$ cat src/rtl/mdu_pkg.sv
// Shared types and constants for the iterative multiply/divide controller.
// Optional divider support is selected elsewhere with the MDU_DIV_EN macro.
package mdu_pkg;

    localparam int MDU_W = 32;

    typedef enum logic [1:0] {
        MDU_MULT  = 2'b00,
        MDU_MULTU = 2'b01,
        MDU_DIV   = 2'b10,
        MDU_DIVU  = 2'b11
    } mdu_op_e;

    typedef enum logic [2:0] {
        S_IDLE,
        S_PREP,
        S_RUN,
        S_FIX,
        S_DONE
    } mdu_state_e;

    function automatic logic isSignedOp(input mdu_op_e opSel);
        return (opSel == MDU_MULT) || (opSel == MDU_DIV);
    endfunction

    function automatic logic isDivOp(input mdu_op_e opSel);
        return (opSel == MDU_DIV) || (opSel == MDU_DIVU);
    endfunction

endpackage

$ cat src/rtl/mdu_step.sv
// One combinational iteration of the shared datapath: shift-add for multiply,
// restoring shift-subtract for divide. The divide path is only exercised under MDU_DIV_EN.
module mdu_step
    import mdu_pkg::*;
#(
    parameter int W = MDU_W
) (
    input  logic           isDiv,
    input  logic [2*W-1:0] acc,
    input  logic [W-1:0]   operand,
    output logic [2*W-1:0] accNext
);

    logic [W:0] sum;
    logic [W:0] shifted;
    logic [W:0] diff;

    // Multiply keeps {partial product, remaining multiplier bits}; divide keeps {remainder, quotient}.
    always_comb begin
        sum     = {1'b0, acc[2*W-1:W]} + (acc[0] ? {1'b0, operand} : '0);
        shifted = {acc[2*W-1:W], acc[W-1]};
        diff    = shifted - {1'b0, operand};
        accNext = {sum, acc[W-1:1]};
        if (isDiv) begin
            if (diff[W]) begin
                accNext = {shifted[W-1:0], acc[W-2:0], 1'b0};
            end else begin
                accNext = {diff[W-1:0], acc[W-2:0], 1'b1};
            end
        end
    end

endmodule

$ cat src/rtl/mdu_ctrl.sv
// Iterative MULT/MULTU/DIV/DIVU controller with held HI/LO result registers.
// Define MDU_DIV_EN to build the divider; otherwise divide requests finish early with err.
module mdu_ctrl
    import mdu_pkg::*;
#(
    parameter int WIDTH = MDU_W
) (
    input  logic             clk,
    input  logic             rst_n,
    input  logic             start,
    input  logic [1:0]       op,
    input  logic [WIDTH-1:0] a,
    input  logic [WIDTH-1:0] b,
    output logic             busy,
    output logic             done,
    output logic             err,
    output logic [WIDTH-1:0] hi,
    output logic [WIDTH-1:0] lo
);

    localparam int CW = $clog2(WIDTH);

    mdu_state_e         state_q, state_d;
    mdu_op_e            op_q, op_d;
    logic [WIDTH-1:0]   a_q, a_d, b_q, b_d;
    logic [WIDTH-1:0]   opnd_q, opnd_d;
    logic [WIDTH-1:0]   hi_q, hi_d, lo_q, lo_d;
    logic [2*WIDTH-1:0] acc_q, acc_d, accStep;
    logic [CW-1:0]      count_q, count_d;
    logic               negLo_q, negLo_d;
    logic               err_q, err_d;
`ifdef MDU_DIV_EN
    logic               negRem_q, negRem_d;
`endif

    logic               stepIsDiv;
    logic               aNeg, bNeg;
    logic [WIDTH-1:0]   absA, absB;
    logic [2*WIDTH-1:0] product;

`ifdef MDU_DIV_EN
    assign stepIsDiv = isDivOp(op_q);
`else
    assign stepIsDiv = 1'b0;
`endif

    mdu_step #(.W(WIDTH)) u_step (
        .isDiv   (stepIsDiv),
        .acc     (acc_q),
        .operand (opnd_q),
        .accNext (accStep)
    );

    // Signed ops iterate on magnitudes; signs are reapplied in FIX.
    always_comb begin
        aNeg    = isSignedOp(op_q) && a_q[WIDTH-1];
        bNeg    = isSignedOp(op_q) && b_q[WIDTH-1];
        absA    = aNeg ? -a_q : a_q;
        absB    = bNeg ? -b_q : b_q;
        product = negLo_q ? -acc_q : acc_q;
    end

    always_comb begin
        state_d = state_q;
        op_d    = op_q;
        a_d     = a_q;
        b_d     = b_q;
        opnd_d  = opnd_q;
        acc_d   = acc_q;
        count_d = count_q;
        negLo_d = negLo_q;
        hi_d    = hi_q;
        lo_d    = lo_q;
        err_d   = err_q;
`ifdef MDU_DIV_EN
        negRem_d = negRem_q;
`endif
        unique case (state_q)
            S_IDLE: begin
                if (start) begin
                    op_d    = mdu_op_e'(op);
                    a_d     = a;
                    b_d     = b;
                    err_d   = 1'b0;
                    state_d = S_PREP;
                end
            end
            S_PREP: begin
                count_d = '0;
                negLo_d = aNeg ^ bNeg;
                if (!isDivOp(op_q)) begin
                    acc_d   = {{WIDTH{1'b0}}, absB};
                    opnd_d  = absA;
                    state_d = S_RUN;
                end
`ifdef MDU_DIV_EN
                else if (b_q == '0) begin
                    lo_d    = '1;
                    hi_d    = a_q;
                    err_d   = 1'b1;
                    state_d = S_DONE;
                end else begin
                    acc_d    = {{WIDTH{1'b0}}, absA};
                    opnd_d   = absB;
                    negRem_d = aNeg;
                    state_d  = S_RUN;
                end
`else
                else begin
                    err_d   = 1'b1;
                    state_d = S_DONE;
                end
`endif
            end
            S_RUN: begin
                acc_d   = accStep;
                count_d = count_q + 1'b1;
                if (count_q == CW'(WIDTH - 1)) begin
                    state_d = S_FIX;
                end
            end
            S_FIX: begin
                state_d      = S_DONE;
                {hi_d, lo_d} = product;
`ifdef MDU_DIV_EN
                if (isDivOp(op_q)) begin
                    lo_d = negLo_q  ? -acc_q[WIDTH-1:0]       : acc_q[WIDTH-1:0];
                    hi_d = negRem_q ? -acc_q[2*WIDTH-1:WIDTH] : acc_q[2*WIDTH-1:WIDTH];
                end
`endif
            end
            S_DONE: begin
                state_d = S_IDLE;
            end
            default: begin
                state_d = S_IDLE;
            end
        endcase
    end

    always_ff @(posedge clk) begin
        if (!rst_n) begin
            state_q  <= S_IDLE;
            op_q     <= MDU_MULT;
            a_q      <= '0;
            b_q      <= '0;
            opnd_q   <= '0;
            acc_q    <= '0;
            count_q  <= '0;
            negLo_q  <= 1'b0;
            hi_q     <= '0;
            lo_q     <= '0;
            err_q    <= 1'b0;
`ifdef MDU_DIV_EN
            negRem_q <= 1'b0;
`endif
        end else begin
            state_q  <= state_d;
            op_q     <= op_d;
            a_q      <= a_d;
            b_q      <= b_d;
            opnd_q   <= opnd_d;
            acc_q    <= acc_d;
            count_q  <= count_d;
            negLo_q  <= negLo_d;
            hi_q     <= hi_d;
            lo_q     <= lo_d;
            err_q    <= err_d;
`ifdef MDU_DIV_EN
            negRem_q <= negRem_d;
`endif
        end
    end

    assign busy = (state_q != S_IDLE);
    assign done = (state_q == S_DONE);
    assign err  = err_q;
    assign hi   = hi_q;
    assign lo   = lo_q;

endmodule

$ cat config.mk
export PLATFORM = sky130hd
export DESIGN_NAME = mdu_ctrl
export DESIGN_NICKNAME = d
export VERILOG_FILES = /design/src/rtl/mdu_pkg.sv /design/src/rtl/mdu_step.sv /design/src/rtl/mdu_ctrl.sv
export SDC_FILE = /design/constraint.sdc
export NUM_CORES = 1
export LEC_CHECK = 0
export ABC_AREA = 1
export ABC_CLOCK_PERIOD_IN_PS = 5700
export BUFFER_PORTS_ARGS = -buffer_cell sky130_fd_sc_hd__buf_2
export CELL_PAD_IN_SITES_DETAIL_PLACEMENT = 1
export CELL_PAD_IN_SITES_GLOBAL_PLACEMENT = 1
export CORE_ASPECT_RATIO = 1.1
export CORE_MARGIN = 8
export CORE_UTILIZATION = 45
export DETAILED_ROUTE_END_ITERATION = 16
export GPL_ROUTABILITY_DRIVEN = 0
export GPL_TIMING_DRIVEN = 0
export HOLD_SLACK_MARGIN = 0.08
export PLACE_DENSITY = 0.82
export RECOVER_POWER = 100
export SLEW_MARGIN = 0
export SYNTH_ARGS = -nofsm -noshare
export SYNTH_HDL_FRONTEND = slang
export SYNTH_SLANG_ARGS = --single-unit
$ cat constraint.sdc
create_clock -name clk -period 5.7 [get_ports clk]
set_input_delay 1.14 -clock clk [delete_from_list [all_inputs] [get_ports clk]]
set_output_delay 1.14 -clock clk [all_outputs]
set_load 0.05 [all_outputs]
==> Word level (Yosys, flattened, before mapping) <==
Cells that the tools add are included.
W data, S select, Z words.
{ "word_totals": {"ff_bits": 236, "input_bits": 69} }
{ "op_classes": {"n_addsub": 5, "eq_ne": 11, "mux": 14, "n_bitwise": 2, "n_reduce_logical": 14} }
{ "ops": {"columns": ["op", "count"], "rows": [
  ["$mux W64", 2],
  ["$pmux W64 S2", 1],
  ["$mux W32", 3],
  ["$neg A32 Y32", 2],
  ["$neg A64 Y64", 1],
  ["$add A32 B33 Y33", 1],
  ["$pmux W3 S4", 1],
  ["$pmux W5 S2", 1],
  ["$mux W3", 3],
  ["$ne A2 B2 Y1 const B", 4],
  ["$reduce_and A2 Y1", 4],
  ["$eq A3 B2 Y1 const B", 2],
  ["$add A5 B1 Y5 const B", 1],
  ["$eq A5 B5 Y1 const B", 1],
  ["$eq A2 B2 Y1 const B", 2],
  ["$reduce_bool A2 Y1", 2],
  ["$eq A3 B1 Y1 const B", 1],
  ["$eq A3 B3 Y1 const B", 1],
  ["$logic_not A3 Y1", 1],
  ["$reduce_and A3 Y1", 1],
  ["$reduce_bool A3 Y1", 1],
  ["$logic_and A1 B1 Y1", 2],
  ["$logic_not A2 Y1", 1],
  ["$logic_or A1 B1 Y1", 2],
  ["4 further kinds", 5]
]} }

==> Depth between registers and ports, before layout <==
Gate-level depths: netlist (run 1).
{ "depth": {"depth_word": 6, "ltp_mapped": 18} }

==> By module <==
Synthesis (run 1) repeated with hierarchy kept, for this count alone.
{ "unflattened": {"hier_cells": 3289, "area_unflattened_um2": 18908.1} }
{ "by_module_without_submodules": {"columns": ["mod", "n_inst", "cells_each", "area_each_um2", "seq_area_each_um2"], "rows": [
  ["mdu_ctrl", 1, 1981, 12552.0, 4724.5],
  ["mdu_step", 1, 1308, 6356.1, 0.0]
]} }

==> Worst setup path before layout (run 1) <==
OpenSTA, ideal clock, no wires.
{ "synth_path": {"path_type": "register to output", "start": "register state_q[2]", "end": "output done", "arrival_time_ps": 1480, "slack_ps": 3080, "stages_incl_launch_ff": 3, "n_path_buf": 0, "path_cell_list": "dfxtp_1 inv_1 nor3_1"} }
{ "synth_between": {"elab_chain_len": 1} }
{ "synth_rtl": {"columns": ["item", "line", "source"], "rows": [
  ["start, declared", "mdu_ctrl.sv:23", "mdu_state_e state_q, state_d;"],
  ["start signal, assigned", "mdu_ctrl.sv:158", "state_q <= state_d;"],
  ["$eq A3 B3 Y1", "mdu_ctrl.sv:176", "assign done = (state_q == S_DONE);"],
  ["end, declared", "mdu_ctrl.sv:15", "output logic done,"]
]} }
No other way between the ends.

==> Worst setup path in the final report (run 1) <==
{ "layout_path": {"start": "register acc_q[0]", "end": "register acc_q[63]"} }
{ "layout_between": {"elab_chain_len": 3} }
{ "layout_rtl": {"columns": ["item", "line", "source"], "rows": [
  ["start, declared", "mdu_ctrl.sv:28", "logic [2*WIDTH-1:0] acc_q, acc_d, accStep;"],
  ["start signal, assigned", "mdu_ctrl.sv:148", "acc_q <= '0;"],
  ["start signal, assigned", "mdu_ctrl.sv:163", "acc_q <= acc_d;"],
  ["$mux W32", "mdu_step.sv:20", "sum = {1'b0, acc[2*W-1:W]} + (acc[0] ? {1'b0, operand} : '0);"],
  ["$add A32 B33 Y33", "mdu_step.sv:20", null],
  ["$pmux W64 S2", "mdu_ctrl.sv:78", "unique case (state_q)"]
]} }
No other way between the ends.
A chain may end at the register's enable or synchronous reset.

==> impl_metrics.json, run 1 <==
{
  "synth_ff_type": "dfxtp_1",
  "drc": 0,
  "leakage_uw": 0.00836,
  "place_area_um2": 16100,
  "outcome": "complete, no violations",
  "place_ws_ns": 2.38,
  "worstPathRequired_ns": 6.20,
  "grt_start_max_net_pins": 14,
  "tns_ns": 0,
  "post_cts.repair.setup_buffers": 0,
  "finalCriticalPeriod_ns": 3.38,
  "overflow": 0,
  "antenna_left": 0,
  "synth_common_cells": "nand2_1 (681), inv_1 (350), nor2_1 (325), dfxtp_1 (236), a21oi_1 (206)",
  "clockRootBuffer": "clkbuf_16",
  "drt_iter0_drc": 957,
  "worstSetupStartpointType": "register",
  "slew_headroom": 0.266,
  "clk_path_buf_depth": 3,
  "grt_use_total": 0.301,
  "synth_top_area_cell": "dfxtp_1",
  "syn_area_per_cell_um2": 6.00,
  "powerDensity_nw_per_um2": 517,
  "hpwlAfterDp_um": 48600,
  "cts.hold.buffers_added": 0,
  "path_clk_slew_ns": 0.07,
  "synthesis.instances": 2489,
  "nets": 2760,
  "async_flop_share": 0,
  "wire_per_inst_um": 19.3,
  "cp.arrival_ns": 3.88,
  "clkLatencyLatePin_ns": 0.57,
  "drive_gt1_frac": 0.0513,
  "critical_path_class": "reg -> reg",
  "portBuffers": 135,
  "fin_area_um2": 16900,
  "worst_slack_ns": 2.32,
  "rows": 70,
  "yosys.cell_types.count": 41,
  "maxSlewViolCount": 0,
  "routed_via_density": 5.49,
  "cts_tree": "done",
  "final-seq-area_um2": 4720,
  "cts_resized": 0,
  "totalWireLength_um": 60100,
  "syn_to_final_growth_pct": 13.1,
  "die_area_um2": 39300,
  "fin_worst_skew_ns": 0.0144,
  "maxCapViolations": 0,
  "seq_area_frac_synth": 0.317,
  "critPathCaptureType": "register",
  "fmax_mhz": 296,
  "htreeDepth": 1,
  "synth_warnings": 0,
  "min_period_over_period": 0.593,
  "hold_viol": 0,
  "die_x_um": 190,
  "vdd_drop_max_mv": 0.365,
  "num_antenna_cells": 0,
  "yosysMostFrequentCell": "nand2_1",
  "initial_core_util": 0.453,
  "setup_violations": 0,
  "grt_pass1_vias": 17900,
  "vias": 17000,
  "synth.area.top_cells": "dfxtp_1 (32%), nand2_1 (17%), inv_1 (8.8%)",
  "clock-sinks": 236,
  "worst_pin_slew_ns": 1.10,
  "cts_buffers": 27,
  "rsz0062_at_grt": "false",
  "n_fill_cell": 4771,
  "worst_hold_path_type": "reg -> reg",
  "yosys.area.top_type_share": 0.317,
  "synth_edf_count": 0,
  "die-height_um": 207,
  "ios": 136,
  "antenna_found_initial": 0,
  "multi_input_area_um2": 8400,
  "drtPass1Iterations": 5,
  "grt_pass1_wl_um": 95900,
  "post-route-util": 0.512,
  "coreArea_um2": 32900,
  "syn-num-nets": 2596,
  "syn_area_um2": 14900,
  "ys_seq_elements": 236,
  "worst-path-max-fanout": 10
}
[worst paths after layout]
check                  start         end  slack (ns)  cells past startpoint
setup / recovery    acc_q[0]   acc_q[63]        2.32                     18
hold / removal    count_q[3]  count_q[3]        0.48                      2
setup reg to reg    acc_q[0]   acc_q[63]        2.32                     18
hold reg to reg   count_q[3]  count_q[3]        0.48                      2
[critical path: stages (launching register included)]
cell and delay [ns]:
dfxtp_1 0.31, clkbuf_1 0.34, clkbuf_1 0.38, nand2_1 0.13, inv_1 0.10, ha_1 0.20, inv_1 0.07, fa_1 0.35
inv_1 0.18, nand3_1 0.11, nand3_1 0.24, nand2_1 0.09, nand2_1 0.16, nand3_1 0.09, nand2_1 0.15, nand2_1 0.07
nand2_1 0.14, nand2_1 0.07, a21oi_1 0.14
[metrics by stage]
step | hold WS, ns | power [uW] | std cells
finish | 0.483 | 8720 | 3104
global route | 0.503 | 9350 | 3104
CTS | 0.488 | 8740 | 3104
detailed placement | 0.479 | 6920 | 3056
global placement | 0.454 | 6750 | 3056
floorplan | 0.443 | 5490 | 2489
[final cells by class]
type                            count  share of cell area
Sequential cell                   236               0.280
Clock inverter                     16              0.0104
Clock buffer                       32              0.0423
Inverter                          361              0.0804
Timing Repair Buffer              135              0.0350
Tap cell                          432              0.0320
Multi-Input combinational cell   1799               0.498
Buffer                             93              0.0222
[routing by layer]
layer	GRT usage	vias up	wire length [um]	part of all wire
met5	0	-	0	0
met1	0.376	8032	25900	0.43
li1	-	8286	-	-
met2	0.500	530	27400	0.46
met4	0.159	0	3470	0.058
met3	0.0344	186	3240	0.054
[layout by cell type, fill, tap and decap left out, types with 21 or more instances in the layout]
master,instances
a21oi_1,206
a31oi_1,21
buf_2,75
clkbuf_1,148
clkbuf_16,27
dfxtp_1,236
ha_1,37
inv_1,353
nand2_1,684
nand3_1,197
nand4_1,28
nor2_1,325
o21ai_0,170
xor2_1,38
[power by group]
| group | total [uW] | internal (uW) | switching (uW) | leakage (uW) |
|---|---|---|---|---|
| combinational | 4510 | 1220 | 3290 | 0.00599 |
| clock | 1790 | 1030 | 761 | 0.000438 |
| sequential | 2420 | 2060 | 356 | 0.00193 |
| total | 8720 | 4320 | 4410 | 0.00836 |
[cells by family after synthesis]
kind of cell | count (synthesis) | share of synthesized area
AO/OA/AOI/OAI | 447 | 0.159
XOR/XNOR | 39 | 0.0229
adder cells (fa/ha/maj) | 38 | 0.0324
buffers and inverters | 454 | 0.119
flip-flops | 236 | 0.317
AND/OR/NAND/NOR | 1275 | 0.350
[registers in the layout (all words and copies together) (netlist names)]
register and count:
err 1, b_q 32, lo 32, count_q 5, op_q 2, negLo_q 1, acc_q 64, a_q 32
hi 32, state_q 3, opnd_q 32
(Power assumes the default switching activity.)
==> run 2: changes to the inputs <==
--- a/config.mk
+++ b/config.mk
@@ -6,18 +6,18 @@
 export NUM_CORES = 1
 export LEC_CHECK = 0
 export ABC_AREA = 1
-export ABC_CLOCK_PERIOD_IN_PS = 5700
+export ABC_CLOCK_PERIOD_IN_PS = 3290
 export BUFFER_PORTS_ARGS = -buffer_cell sky130_fd_sc_hd__buf_2
 export CELL_PAD_IN_SITES_DETAIL_PLACEMENT = 1
 export CELL_PAD_IN_SITES_GLOBAL_PLACEMENT = 1
 export CORE_ASPECT_RATIO = 1.1
 export CORE_MARGIN = 8
-export CORE_UTILIZATION = 45
+export CORE_UTILIZATION = 42
 export DETAILED_ROUTE_END_ITERATION = 16
 export GPL_ROUTABILITY_DRIVEN = 0
 export GPL_TIMING_DRIVEN = 0
 export HOLD_SLACK_MARGIN = 0.08
-export PLACE_DENSITY = 0.82
+export PLACE_DENSITY = 0.77
 export RECOVER_POWER = 100
 export SLEW_MARGIN = 0
 export SYNTH_ARGS = -nofsm -noshare
==> constraint.sdc (replaced) <==
create_clock -name clk -period 3.29 [get_ports clk]
set_input_delay 0.658 -clock clk [delete_from_list [all_inputs] [get_ports clk]]
set_output_delay 0.658 -clock clk [all_outputs]
set_load 0.05 [all_outputs]
==> impl_metrics.json, run 2 (synthesized netlist as in run 1, its figures left out) <==
{
  "largest_register": "acc_q",
  "final-seq-area_um2": 4730,
  "leakage_uw": 0.00838,
  "grt_use_total": 0.283,
  "cts_resized": 1,
  "finalPower_uw": 15300,
  "antenna_left": 0,
  "nets": 2760,
  "portBuffers": 135,
  "clockRootBuffer": "clkbuf_16",
  "cts.hold.buffers_added": 0,
  "crit_slowest_cell": "nor2_1",
  "rsz0062_at_grt": "false",
  "layout_common_cells": "nand2_1 (684), inv_1 (353), nor2_1 (325), dfxtp_1 (235), a21oi_1 (206)",
  "crit_family": "simple AND/OR/NAND/NOR gates",
  "ios": 136,
  "drive_gt1_frac": 0.0505,
  "clock-sinks": 236,
  "n_fill_cell": 5004,
  "path_clk_slew_ns": 0.06,
  "clk_path_buf_depth": 3,
  "critical_path.max_stage_delay_ns": 0.87,
  "worstSetupStartpointType": "register",
  "finalCriticalPeriod_ns": 3.07,
  "cts_buffers": 28,
  "worst_pin_slew_ns": 1.14,
  "worstPathRequired_ns": 3.74,
  "htreeDepth": 1,
  "num_antenna_cells": 0,
  "initial_core_util": 0.425,
  "hold_viol": 0,
  "largest_reg_flops": 64,
  "antenna_found_initial": 1,
  "totalWireLength_um": 60500,
  "maxCapViolations": 0,
  "powerDensity_nw_per_um2": 903,
  "worst_slack_ns": 0.218,
  "setup_violations": 0,
  "slew_headroom": 0.235,
  "overflow": 0,
  "fin_worst_skew_ns": 0.0146,
  "die_x_um": 196,
  "final_common_cell": "nand2_1",
  "drt_iter0_drc": 908,
  "grt_pass1_wl_um": 93900,
  "post_cts.repair.setup_buffers": 0,
  "hpwlAfterDp_um": 49100,
  "critPathCaptureType": "register",
  "clkLatencyLatePin_ns": 0.57,
  "drtPass1Iterations": 5,
  "place_ws_ns": -0.0932,
  "critical_path_class": "reg -> reg",
  "outcome": "complete, no violations",
  "grt_start_max_net_pins": 14,
  "cp.arrival_ns": 3.53,
  "min_period_over_period": 0.934,
  "coreArea_um2": 35100,
  "worst_hold_path_type": "in -> reg",
  "drc": 0,
  "worst-path-max-fanout": 10,
  "crit_chain": "inv_1 > nand2_1 > nor2_1 > clkbuf_1 > clkbuf_1 > nand3_1 > nand2_1 > inv_1",
  "die_area_um2": 41800,
  "cts_tree": "done",
  "maxSlewViolCount": 0,
  "syn_to_final_growth_pct": 13.7,
  "crit_buf_inv": 4,
  "fmax_mhz": 326,
  "vdd_drop_max_mv": 0.490,
  "vias": 17000,
  "routed_via_density": 5.46,
  "multi_input_area_um2": 8400,
  "rows": 72,
  "grt_pass1_vias": 17400,
  "die-height_um": 214,
  "wire_per_inst_um": 19.4
}
run 2: changes by cell type in the layout (fill, tap and decap cells not counted), sizes merged:
cell / change
buf: -6
inv: -2
bufinv: +1
clkinvlp: +1
clkinv: -4
clkbuf: +12
run 2: area by class of cell:
class,instances,area share
multi-input cells,1799,0.495
flip-flops and latches,236,0.279
inverters,361,0.0800
well taps,444,0.0328
clock buffers,39,0.0479
repair buffers,135,0.0348
clock inverters,12,0.0101
plain buffers,92,0.0208
run 2: per-stage QoR:
step           TNS (ns)  utilization  std cells  cell area [um2]  hold WS, ns
2_1_floorplan         0            -       2489            14900        0.443
3_3_place_gp          0        0.460       3068            16200        0.453
3_5_place_dp    -0.0932        0.460       3068            16200        0.464
4_1_cts               0        0.488       3118            17100        0.318
5_1_grt               0        0.483       3118            17000        0.341
6_report              0        0.483       3118            17000        0.344
run 2: layer usage:
metal  GRT usage  wire [um]  vias up  part of all wire
met4       0.139       3070        0             0.051
met5           0          0        -                 0
met2       0.481      28000      467              0.46
met3      0.0352       3080      145             0.051
li1            -          -     8277                 -
met1       0.352      26300     8138              0.44
run 2: worst min-delay path, stage by stage:
cell and delay [ns]:
buf_2 0.09, nand2_1 0.05, a21oi_1 0.05
run 2: worst paths after layout:
path,start,end,slack [ns],cells after the start
max,state_q[2],hi[2],0.22,8
min,a[15],a_q[15],0.34,3
max reg2reg,state_q[2],hi[2],0.22,8
min reg2reg,count_q[3],count_q[3],0.48,2
run 2: where the power goes:
part | internal (uW) | switching [uW]
clock | 2030 | 1320
sequential | 3570 | 620
combinational | 2090 | 5680
==> run 3: changes to the inputs <==
--- a/config.mk
+++ b/config.mk
@@ -15,7 +15,6 @@
 export CORE_UTILIZATION = 42
 export DETAILED_ROUTE_END_ITERATION = 16
 export GPL_ROUTABILITY_DRIVEN = 0
-export GPL_TIMING_DRIVEN = 0
 export HOLD_SLACK_MARGIN = 0.08
 export PLACE_DENSITY = 0.77
 export RECOVER_POWER = 100
==> impl_metrics.json, run 3 (synthesized netlist as in run 1, its figures left out) <==
{
  "outcome": "finished with violations",
  "violations": "max-capacitance violations, max-slew violations",
  "grt_pass1_wl_um": 87900,
  "fin_cells": 3044,
  "maxSlewViolCount": 61,
  "rsz0062_at_grt": "false",
  "clock-sinks": 236,
  "final_common_cell": "nand2_1",
  "num_antenna_cells": 0,
  "crit_chain": "inv_1 > nand2_1 > nor2_1 > nand2_1 > inv_1 > nor4_1 > nand2_4 > buf_4 > o21ai_0 > a21oi_1",
  "totalWireLength_um": 54500,
  "initial_core_util": 0.425,
  "antenna_left": 0,
  "drtPass1Iterations": 5,
  "crit_slowest_cell": "nor4_1",
  "path_clk_slew_ns": 0.06,
  "powerDensity_nw_per_um2": 880,
  "setup_violations": 0,
  "grt_use_total": 0.256,
  "layout_common_cells": "nand2_1 (682), inv_1 (353), nor2_1 (324), dfxtp_1 (235), a21oi_1 (206)",
  "worstPathRequired_ns": 3.72,
  "die-height_um": 214,
  "maxCapViolations": 2,
  "critPathCaptureType": "register",
  "finalCriticalPeriod_ns": 2.71,
  "slew_headroom": -0.110,
  "largest_register": "acc_q",
  "clk_path_buf_depth": 3,
  "cts_buffers": 29,
  "worst_hold_path_type": "in -> reg",
  "overflow": 0,
  "worst_pin_slew_ns": 1.66,
  "finalPower_uw": 14700,
  "clkLatencyLatePin_ns": 0.57,
  "cts.hold.buffers_added": 0,
  "syn_to_final_growth_pct": 11.8,
  "grt_pass1_vias": 16700,
  "post_cts.repair.setup_buffers": 0,
  "ios": 136,
  "tns_ns": 0,
  "fin_worst_skew_ns": 0.0142,
  "worst-path-max-fanout": 70,
  "antenna_found_initial": 0,
  "critical_path_class": "reg -> reg",
  "hold_viol": 0,
  "critical_path.max_stage_delay_ns": 0.57,
  "crit_buf_inv": 3,
  "cts_resized": 0,
  "drt_iter0_drc": 856,
  "portBuffers": 135,
  "die_x_um": 196,
  "leakage_uw": 0.00830,
  "grt_start_max_net_pins": 118,
  "wire_per_inst_um": 17.9,
  "cp.arrival_ns": 3.14,
  "rows": 72,
  "crit_family": "simple AND/OR/NAND/NOR gates",
  "htreeDepth": 1,
  "hpwlAfterDp_um": 41800,
  "vias": 16400,
  "drc": 0,
  "min_period_over_period": 0.823,
  "cts_tree": "done",
  "die_area_um2": 41800,
  "drive_gt1_frac": 0.0565,
  "clockRootBuffer": "clkbuf_16",
  "nets": 2687,
  "vdd_drop_max_mv": 0.616,
  "largest_reg_flops": 64,
  "routed_via_density": 5.38,
  "worstSetupStartpointType": "register",
  "coreArea_um2": 35100,
  "dp.cells": 2993,
  "fmax_mhz": 369
}
-- run 3: cell count changes in the layout (fill, tap and decap cells not counted), sizes merged --
cell | previous run | this run
clkbuf | 189 | 112
buf | 77 | 83
bufinv | 4 | 0
clkinvlp | 4 | 5
-- run 3: cell type report --
| type | instances | area, um2 |
|---|---|---|
| fillers | 4938 | 18400 |
| multi-input cells | 1799 | 8410 |
| flip-flops and latches | 236 | 4730 |
| inverters | 361 | 1360 |
| clock buffers | 42 | 825 |
| repair buffers | 153 | 752 |
| well taps | 444 | 556 |
| clock inverters | 9 | 66.3 |
-- run 3: worst min-delay path, cell delays in order --
cell and delay (ns):
buf_2 0.09, nand2_1 0.05, a21oi_1 0.05
-- run 3: path summary, 6_finish.rpt --
| kind | from | to | slack [ns] | cells after the start |
|---|---|---|---|---|
| setup / recovery | state_q[2] | b_q[3] | 0.58 | 10 |
| hold / removal | a[5] | a_q[5] | 0.34 | 3 |
| setup reg to reg | state_q[2] | b_q[3] | 0.58 | 10 |
| hold reg to reg | count_q[3] | count_q[3] | 0.47 | 2 |
-- run 3: power by group --
part / internal [uW] / switching [uW]
Clock: 1730 / 1320
Sequential: 3570 / 631
Combinational: 2050 / 5380
Total: 7350 / 7330
-- run 3: through the flow --
stage	hold slack, ns	cell area (um2)	setup slack [ns]	util
6_report	0.341	16700	0.582	0.475
5_1_grt	0.339	16700	0.309	0.475
4_1_cts	0.313	16800	0.770	0.479
3_5_place_dp	0.466	15900	0.781	0.453
3_3_place_gp	0.452	15900	0.823	0.453
2_1_floorplan	0.443	14900	0.906	-
-- run 3: per-layer routing --
metal | global-route usage | wire length, um
met1 | 0.333 | 25200
met2 | 0.429 | 24800
met3 | 0.0364 | 2490
met4 | 0.0923 | 1950
met5 | 0 | 0
